`config.mk`:
```
export PLATFORM = sky130hd
export DESIGN_NAME = pipe_hazard_ctrl
export DESIGN_NICKNAME = d
export VERILOG_FILES = /design/src/rtl/pipe_pkg.sv /design/src/rtl/sat_counter.sv /design/src/rtl/pipe_hazard_ctrl.sv
export SDC_FILE = /design/constraint.sdc
export NUM_CORES = 1
export LEC_CHECK = 0
export BUFFER_PORTS_ARGS = -buffer_cell sky130_fd_sc_hd__buf_4
export CAP_MARGIN = 20
export CORE_MARGIN = 2
export CORE_UTILIZATION = 45
export CTS_BUF_LIST = sky130_fd_sc_hd__clkbuf_4
export CTS_CLUSTER_DIAMETER = 30
export DETAILED_ROUTE_END_ITERATION = 12
export PLACE_DENSITY = 0.8
export SYNTH_ARGS = -nofsm -noshare
export SYNTH_HDL_FRONTEND = slang
export SYNTH_SLANG_ARGS = --single-unit
```
`constraint.sdc`:
```
create_clock -name clk -period 2.2 [get_ports clk]
set_clock_uncertainty 0.2 [all_clocks]
set_input_delay 0 -clock clk [delete_from_list [all_inputs] [get_ports clk]]
set_output_delay 0 -clock clk [all_outputs]
set_load 0.005 [all_outputs]
```
`src/rtl/pipe_pkg.sv`:
```
// rtl/pipe_pkg.sv - shared encodings and helpers for the pipeline hazard controller
package pipe_pkg;

   typedef enum logic {
      ST_RUN      = 1'b0,
      ST_MDU_WAIT = 1'b1
   } state_t;

   // ID/EX out_ctl bit positions
   localparam int CTL_W        = 10;
   localparam int CTL_REGDST   = 9;
   localparam int CTL_ALUSRC   = 8;
   localparam int CTL_ALUOP_HI = 7;
   localparam int CTL_ALUOP_LO = 6;
   localparam int CTL_BRANCH   = 5;
   localparam int CTL_MEMREAD  = 4;

   localparam logic [CTL_W-1:0] CTL_NOP = '0;

   function automatic logic load_use_hazard(
      input logic [4:0] id_rs,
      input logic [4:0] id_rt,
      input logic       id_use_rs,
      input logic       id_use_rt,
      input logic       ex_memread,
      input logic [4:0] ex_rt
   );
      return ex_memread && (ex_rt != 5'd0) &&
             ((id_use_rs && (id_rs == ex_rt)) || (id_use_rt && (id_rt == ex_rt)));
   endfunction

endpackage

```
`src/rtl/sat_counter.sv`:
```
// rtl/sat_counter.sv - event counter that sticks at all-ones instead of wrapping
module sat_counter #(
   parameter int CNT_W = 16
) (
   input  logic             i_clk,
   input  logic             i_clr,
   input  logic             i_inc,
   output logic [CNT_W-1:0] o_count
);

   logic [CNT_W-1:0] r_count;

   always_ff @(posedge i_clk) begin
      if (i_clr) begin
         r_count <= '0;
      end else if (i_inc && (r_count != {CNT_W{1'b1}})) begin
         r_count <= r_count + 1'b1;
      end
   end

   assign o_count = r_count;

endmodule

```
`src/rtl/pipe_hazard_ctrl.sv`:
```
// rtl/pipe_hazard_ctrl.sv - PC/IF/ID/ID-EX sequencing for load-use, taken-branch and mul/div hazards
module pipe_hazard_ctrl
   import pipe_pkg::*;
#(
   parameter int MDU_LAT = 4,
   parameter int CNT_W   = 16
) (
   input  logic             clk,
   input  logic             rst,
   input  logic [4:0]       id_rs,
   input  logic [4:0]       id_rt,
   input  logic             id_use_rs,
   input  logic             id_use_rt,
   input  logic             ex_memread,
   input  logic [4:0]       ex_rt,
   input  logic             ex_mdu,
   input  logic             mem_br_taken,
   output logic             pc_write,
   output logic             ifid_write,
   output logic             ifid_flush,
   output logic             idex_bubble,
   output logic             ex_hold,
   output logic             exmem_flush,
   output logic             busy,
   output logic [CNT_W-1:0] stall_cnt,
   output logic [CNT_W-1:0] flush_cnt
);

   localparam logic [3:0] MDU_LOAD = 4'(MDU_LAT - 1);

   state_t     r_state;
   state_t     w_state_nxt;
   logic [3:0] r_mdu_cnt;
   logic [3:0] w_mdu_cnt_nxt;
   logic       w_load_use;
   logic       w_stall_inc;
   logic       w_flush_inc;

   assign w_load_use = load_use_hazard(id_rs, id_rt, id_use_rs, id_use_rt, ex_memread, ex_rt);

   always_ff @(posedge clk) begin
      if (rst) begin
         r_state   <= ST_RUN;
         r_mdu_cnt <= 4'd0;
      end else begin
         r_state   <= w_state_nxt;
         r_mdu_cnt <= w_mdu_cnt_nxt;
      end
   end

   always_comb begin
      w_state_nxt   = r_state;
      w_mdu_cnt_nxt = r_mdu_cnt;
      w_stall_inc   = 1'b0;
      w_flush_inc   = 1'b0;
      pc_write      = 1'b1;
      ifid_write    = 1'b1;
      ifid_flush    = 1'b0;
      idex_bubble   = 1'b0;
      ex_hold       = 1'b0;
      exmem_flush   = 1'b0;
      busy          = 1'b0;

      if (!rst) begin
         busy = (r_state == ST_MDU_WAIT);
         if (mem_br_taken) begin
            // Wrong-path work, including any in-flight mul/div, is discarded
            ifid_flush    = 1'b1;
            idex_bubble   = 1'b1;
            exmem_flush   = 1'b1;
            w_state_nxt   = ST_RUN;
            w_mdu_cnt_nxt = 4'd0;
            w_flush_inc   = 1'b1;
         end else if (r_state == ST_MDU_WAIT) begin
            pc_write    = 1'b0;
            ifid_write  = 1'b0;
            ex_hold     = 1'b1;
            exmem_flush = 1'b1;
            w_stall_inc = 1'b1;
            if (r_mdu_cnt == 4'd1) begin
               w_state_nxt   = ST_RUN;
               w_mdu_cnt_nxt = 4'd0;
            end else begin
               w_mdu_cnt_nxt = r_mdu_cnt - 4'd1;
            end
         end else if (ex_mdu) begin
            pc_write      = 1'b0;
            ifid_write    = 1'b0;
            ex_hold       = 1'b1;
            exmem_flush   = 1'b1;
            w_stall_inc   = 1'b1;
            w_state_nxt   = ST_MDU_WAIT;
            w_mdu_cnt_nxt = MDU_LOAD;
         end else if (w_load_use) begin
            // One bubble suffices: next cycle the load has moved to MEM
            pc_write    = 1'b0;
            ifid_write  = 1'b0;
            idex_bubble = 1'b1;
            w_stall_inc = 1'b1;
         end
      end
   end

   sat_counter #(.CNT_W(CNT_W)) u_stall_cnt (
      .i_clk   (clk),
      .i_clr   (rst),
      .i_inc   (w_stall_inc),
      .o_count (stall_cnt)
   );

   sat_counter #(.CNT_W(CNT_W)) u_flush_cnt (
      .i_clk   (clk),
      .i_clr   (rst),
      .i_inc   (w_flush_inc),
      .o_count (flush_cnt)
   );

endmodule
```
==> impl_results.md, run 1 <==
* Deepest level of the CTS H-tree at 2
* Worst hold path type: in2reg
* Setup Viol. Count Final at 0
* Number of antenna-violating nets in the routed design at 0
* Register clock-pin slew on the reported worst setup and hold paths at 0.11 ns
* Startpoint type of the worst setup path: flop
* Final critical-path share of the clock period at 96.3%
* CP required at approximately 2.2 ns
* First-pass GRT wire length at 8020 um
* Routed via count at 2,097
* Starting Density at between 40 and 50%
* GPL Wtd Cong at about 0.79
* Unrepaired setup endpoints after global routing: yes
* Part of the Yosys area used for sequential elements at between 30% and 40%
* Area of the mapped netlist at between 2000 and 2500 um2
* Cell taking the most area after synthesis: sky130_fd_sc_hd__dfxtp_1
* Length in cells of the worst reg-to-reg path at 7
* Count of input and output buffers at 60
* Number of cell rows at 24
* Fillcell total at ~390
* WP data arrival at 2.16 ns
* Critical path, cell by cell: ha_4, nand4_1, nor4_4, nor3_2, a21oi_2, nor3_2, mux2_4
* Final count of pins violating max slew at 0
* Area share of the largest cell type after synthesis at 35.6%
* Worst reg-to-reg setup slack at around 0.082 ns
* Measured slew at the worst slew-check pin at between 0.3 and 0.4 ns
* Maximum number of pins on one net before global-route repair at 22
* Logic pwr share at 13.4%
* Number of diodes added for antenna fixing at 0
* Startpoint of the worst register-to-register path: u_stall_cnt.o_count[1]
* Area of the die at ~5200 um2
* Final hold slack at between 0.15 and 0.2 ns
* Violation count after the first detailed-route iteration at 70
* Boundary pin count at 61
* Peak supply drop at 0.251 mV
* Switching part of the total at about a quarter
* Wire length per cell at approximately 13 um
* Vias in the first global route at 1,892
* Detailed-route wire length at 4900 um
* Final net count at 358
* Static Leakage at 1.11 nW
* DP HPWL at 3750 um
* Antenna violations before repair at 0
* Number of warnings issued by yosys at 0
* CP Class: reg2reg
* TritonCTS clock tree: built
* Top library cells by usage in the layout, fill and taps aside: 81 x sky130_fd_sc_hd__buf_4, 33 x sky130_fd_sc_hd__dfxtp_1, 32 x sky130_fd_sc_hd__nor2_1
* Signed area change from the synthesized netlist to the final layout at 35.2%
* Outcome: complete, no violations
* Via density per instance at approximately 5.5
* Post-route core utilization at 63.6%
* Crit Reg-Reg Endpoint: u_stall_cnt.o_count[9]
* Leading register cell type out of synthesis: sky130_fd_sc_hd__dfxtp_1
* Cell depth of the worst hold path at 7
* Die width at approximately 72 um
* Slowest library cell on the worst path: sky130_fd_sc_hd__nor4_4
* Most common cell after layout, fill and taps aside: sky130_fd_sc_hd__buf_4
* Post-synth cell types at 45
* Cell Int Power at 878 uW
* Residual DRC count at 0
* Number of buffers inserted during clock tree synthesis at 5
* Area of the placeable core at 4410 um2
* Syn nets at 274
* Instance count of the mapped netlist at 248
* Fraction of layout instances using a drive strength above 1 at 34.6%
* Max stage delay on crit path at 0.41 ns
* Highest attainable clock frequency at roughly 470 MHz
* Mean area per synthesized cell at 8.38 um2
* Maximum Capacitance Violations at 0
* Share of power burned in the clock network at 28.1%
* Clock latency on the worst-skew pair at between 0.3 and 0.4 ns
* Max Fanout on Critical Path at 6
* Final critical delay including setup and external delays at approximately 2.1 ns
* Worst setup EP type: flop
* Pwr Density at 417 nW/um2
* Most prevalent standard cell on the critical path: sky130_fd_sc_hd__nor3_2
* Ranking of synthesized cells by area: sky130_fd_sc_hd__dfxtp_1 36%, sky130_fd_sc_hd__xnor2_1 8.0%, sky130_fd_sc_hd__nor2_1 5.8%
* Async S/R FF share, synth at 0%
* Setup TNS Final at 0 ns
* Tightest slew margin relative to the limit at 73.7%
* First drt pass iteration count at 5
* Root buffer selected by CTS: sky130_fd_sc_hd__clkbuf_4
* Die span in y at 72.0 um
* Sink of the worst hold path: u_stall_cnt.o_count[1]
* Number of synthesized flops with an enable pin at 0
* Post-route insts no fill at 384
* Max Buffers Root-to-Sink at 2
* Combined global-route utilization of all metal layers at a little under a fifth
* Number of flip-flops and latches in the synthesized netlist at 37
* Power spent charging and discharging nets at 294 uW
* Hold wc startpoint: ex_memread
* Final global-route overflow total at 0
* CTS Sinks at 37
* Number of failing hold endpoints at the final stage at 0
* Share of total power in sequential cells at 58.6%
* Dpl cells at 369
[routing by layer]
metal / up-vias / global-route usage, % / part of all wire [%]
met1: 968 / 22.8 / 42
met4: 0 / 7.76 / 2.4
met3: 13 / 3.75 / 6.4
met2: 68 / 33.8 / 49
met5: - / 0 / 0
li1: 1048 / - / -
[timing repair]
item | CTS | global route
hold endpoints to repair | 19 | 0
setup buffers | 0 | 5
setup endpoints to repair | 0 | 12
gates resized for setup | 0 | 12
hold buffers | 3 | 0
[logic make-up (layout without fill, tap and decap cells)]
family	count (synthesis)	in the layout	synth area share (%)
and+or+nand+nor	109	109	29.4
AOI/OAI and AO/OA	50	50	15.5
DFF	37	37	35.6
buffers and inverters	23	107	6.02
xor gates and xnor gates	22	22	9.27
adders and majority gates	4	4	2.41
muxes	3	3	1.69
[power groups by stage]
stage	Clock (mW)	Combinational, mW	Sequential, mW
floorplan	0	0.0799	0.701
global placement	0	0.148	0.700
detailed placement	0	0.150	0.701
CTS	0.335	0.155	0.686
global route	0.369	0.173	0.688
finish	0.329	0.157	0.686
[critical path, delay by kind of cell (launching register included)]
kind	cells	cell delay, ns
DFF	1	0.37
AOI/OAI and AO/OA	1	0.30
muxes	1	0.30
adders and majority gates	1	0.14
and+or+nand+nor	4	0.73
[metrics by stage]
stage	setup WS (ns)	area, um2	power [mW]
final	0.0817	2810	1.17
after global routing	-0.00854	2810	1.23
after CTS	0.0131	2740	1.18
after detailed placement	0.0640	2660	0.851
after global placement	0.139	2660	0.849
after floorplan	0.0995	2080	0.781
[sequential cells by signal, indices dropped and copies added, names as in the netlist]
register and count:
u_flush_cnt.o_count 16, r_state 1, r_mdu_cnt 4, u_stall_cnt.o_count 16
[cell usage after synthesis, drive strengths merged (3+ instances only)]
cell type,n
dfxtp,37
nor2,32
a21oi,20
xnor2,19
o21ai,18
or3,15
inv,14
nand2,13
nand3,13
nor3,12
nand4,7
buf,6
or4,5
ha,4
and3,3
clkbuf,3
o311ai,3
o41ai,3
xor2,3
[cell type report]
class / instances / area, um2 / area share [%]
tap: 52 / 65.1 / 2.32
clock inverter: 2 / 11.3 / 0.401
multi-input combinational: 188 / 1240 / 44.0
timing repair buffer: 86 / 661 / 23.5
sequential: 37 / 746 / 26.5
clock buffer: 5 / 37.5 / 1.34
inverter: 14 / 52.6 / 1.87
[worst max path at each step]
stage,startpoint,depth (start not counted),slack [ns],endpoint
after global placement,u_stall_cnt.o_count[13],7,0.14,u_stall_cnt.o_count[13]
after floorplan,u_stall_cnt.o_count[0],8,0.1,u_stall_cnt.o_count[9]
after detailed placement,u_stall_cnt.o_count[3],7,0.06,u_stall_cnt.o_count[7]
final,u_stall_cnt.o_count[1],7,0.08,u_stall_cnt.o_count[9]
after CTS,rst,8,0.01,u_stall_cnt.o_count[11]
after global routing,u_stall_cnt.o_count[1],8,-0.009,u_stall_cnt.o_count[11]
Note: power is estimated with default switching activity, not from simulation.
==> run 2: changes to the inputs <==
--- a/config.mk
+++ b/config.mk
@@ -8,11 +8,11 @@
 export BUFFER_PORTS_ARGS = -buffer_cell sky130_fd_sc_hd__buf_4
 export CAP_MARGIN = 20
 export CORE_MARGIN = 2
-export CORE_UTILIZATION = 45
+export CORE_UTILIZATION = 25
 export CTS_BUF_LIST = sky130_fd_sc_hd__clkbuf_4
 export CTS_CLUSTER_DIAMETER = 30
 export DETAILED_ROUTE_END_ITERATION = 12
-export PLACE_DENSITY = 0.8
+export PLACE_DENSITY = 0.52
 export SYNTH_ARGS = -nofsm -noshare
 export SYNTH_HDL_FRONTEND = slang
 export SYNTH_SLANG_ARGS = --single-unit
==> run 2 against run 1 <==
Net effect:
- core utilization shrank 29 points
- sequential share of layout area shrank 0.32 points
- largest cell class unchanged
- clock-buffer cell count grew 1
- register-to-register slack gained 0.06 ns
- via count shrank 3.9%
- critical path depth shrank 2
- routed wire length grew 9.5%
- sequential cell count is the same
- worst hold slack lost 0.00064 ns
- sequential power is essentially flat
- global-route usage shrank 7.1 points
- critical path type unchanged
- cell area grew 0.53%
==> impl_results.md, run 2 (synthesis gave the netlist of run 1 again) <==
* Outcome: complete, no violations
* First drt pass iteration count at 4
* Area used by multi-input combinational logic at 1210 um2
* Measured slew at the worst slew-check pin at 0.448 ns
* Setup TNS Final at 0 ns
* Max Fanout on Critical Path at 6
* Die width at 95.2 um
* Starting Density at 25.5%
* Wire length per cell at around 12 um
* Max Buffers Root-to-Sink at 2
* Post-route insts no fill at roughly 430
* Startpoint of the worst register-to-register path: u_flush_cnt.o_count[5]
* Slowest library cell on the worst path: sky130_fd_sc_hd__or4_4
* Number of cell rows at 33
* Fillcell total at slightly below 900
* Register clock-pin slew on the reported worst setup and hold paths at 0.11 ns
* Combined global-route utilization of all metal layers at 12.1%
* Maximum number of pins on one net before global-route repair at 25
* Routed via count at 2,015
* Number of buffers and inverters on the critical path at 0
* Number of failing hold endpoints at the final stage at 0
* Die span in y at 95.2 um
* Via density per instance at roughly 4.6
* Final critical delay including setup and external delays at 2.06 ns
* First-pass GRT wire length at 8760 um
* Setup Viol. Count Final at 0
* Final count of pins violating max slew at 0
* Final hold slack at about 0.17 ns
* Area of the placeable core at between 8000 and 9000 um2
* Static Leakage at ~1.1 nW
* Final critical-path share of the clock period at 93.8%
* Critical path, cell by cell: and3_1, nand3_2, or4_4, or3_1, a21oi_1
* CP required at around 2.3 ns
* Antenna violations before repair at 0
* Detailed-route wire length at 5370 um
* Final net count at 355
* Final global-route overflow total at 0
* Sequential cell area at 741 um2
* Clock latency on the worst-skew pair at 0.33 ns
* Signed area change from the synthesized netlist to the final layout at 35.9%
* Deepest level of the CTS H-tree at 2
* DP HPWL at 4050 um
* Residual DRC count at 0
* Count of input and output buffers at 60
* Tightest slew margin relative to the limit at 70.1%
* Dpl cells at 423
* Top library cells by usage in the layout, fill and taps aside: 78 x sky130_fd_sc_hd__buf_4, 37 x sky130_fd_sc_hd__dfxtp_1, 32 x sky130_fd_sc_hd__nor2_1
* CP Class: reg2reg
* WP data arrival at 2.13 ns
* Worst hold path type: in2reg
* Startpoint of the most critical setup path: u_flush_cnt.o_count[5]
* Highest attainable clock frequency at 485 MHz
* Unrepaired setup endpoints after global routing: no
* Maximum Capacitance Violations at 0
* Hold wc startpoint: ex_memread
* Total Power Consumption at roughly 1.2 mW
* Pwr Density at 424 nW/um2
* Root buffer selected by CTS: sky130_fd_sc_hd__clkbuf_4
* Startpoint type of the worst setup path: flop
* GPL Wtd Cong at 0.718
* Peak supply drop at 0.237 mV
* Kind of cell adding the most delay to the critical path: simple AND/OR/NAND/NOR gates
* Worst setup EP type: flop
* Max stage delay on crit path at 0.55 ns
* Number of diodes added for antenna fixing at 0
* Violation count after the first detailed-route iteration at 82
* Area of the die at 9060 um2
* TritonCTS clock tree: built
* Boundary pin count at 61
* Vias in the first global route at 1,859
* Most common cell after layout, fill and taps aside: sky130_fd_sc_hd__buf_4
* Number of antenna-violating nets in the routed design at 0
* CTS Sinks at 37
* Fraction of layout instances using a drive strength above 1 at 31.6%
* Number of buffers inserted during clock tree synthesis at 5
## run 2: cell type report
cell class / instances / share of cell area (%)
Clock inverter: 1 / 0.133
Clock buffer: 6 / 1.60
Tap cell: 105 / 4.65
Sequential cell: 37 / 26.2
Inverter: 14 / 1.86
Multi-Input combinational cell: 188 / 42.9
Timing Repair Buffer: 83 / 22.6
## run 2: final timing paths
kind              slack (ns)  cells after the start                       to
hold / removal          0.17                      7   u_stall_cnt.o_count[0]
setup reg to reg        0.14                      5  u_flush_cnt.o_count[13]
hold reg to reg         0.30                      2             r_mdu_cnt[2]
setup / recovery        0.14                      5  u_flush_cnt.o_count[13]
## run 2: timing repair
action | CTS | global route
setup endpoints to repair | 0 | 11
buffers inserted | 0 | 1
resized for setup | 0 | 3
hold endpoints to repair | 21 | 0
hold buffers | 3 | 0
## run 2: report_power, final
group / switching (mW) / internal (mW)
Combinational: 0.0760 / 0.0853
Clock: 0.222 / 0.129
Sequential: 0.00785 / 0.678
Total: 0.306 / 0.892
## run 2: worst register-to-register path, delay by kind of cell (launching register included)
family,cells,cell delay [ns]
simple gates,4,1.26
flops,1,0.40
compound gates,1,0.13
## run 2: through the flow
step | utilization, % | instance area, um2 | setup WS [ns]
2_1_floorplan | - | 2080 | 0.0995
3_3_place_gp | 33.6 | 2730 | 0.176
3_5_place_dp | 33.6 | 2730 | 0.147
4_1_cts | 34.5 | 2810 | 0.105
5_1_grt | 34.7 | 2820 | 0.00408
6_report | 34.7 | 2820 | 0.137
## run 2: per-layer routing
layer | track usage (%) | share of wire, % | wire length [um]
met4 | 3.62 | 0.93 | 50
met5 | 0 | 0 | 0
met1 | 15.7 | 46 | 2490
met3 | 2.92 | 4.8 | 260
met2 | 19.8 | 48 | 2570
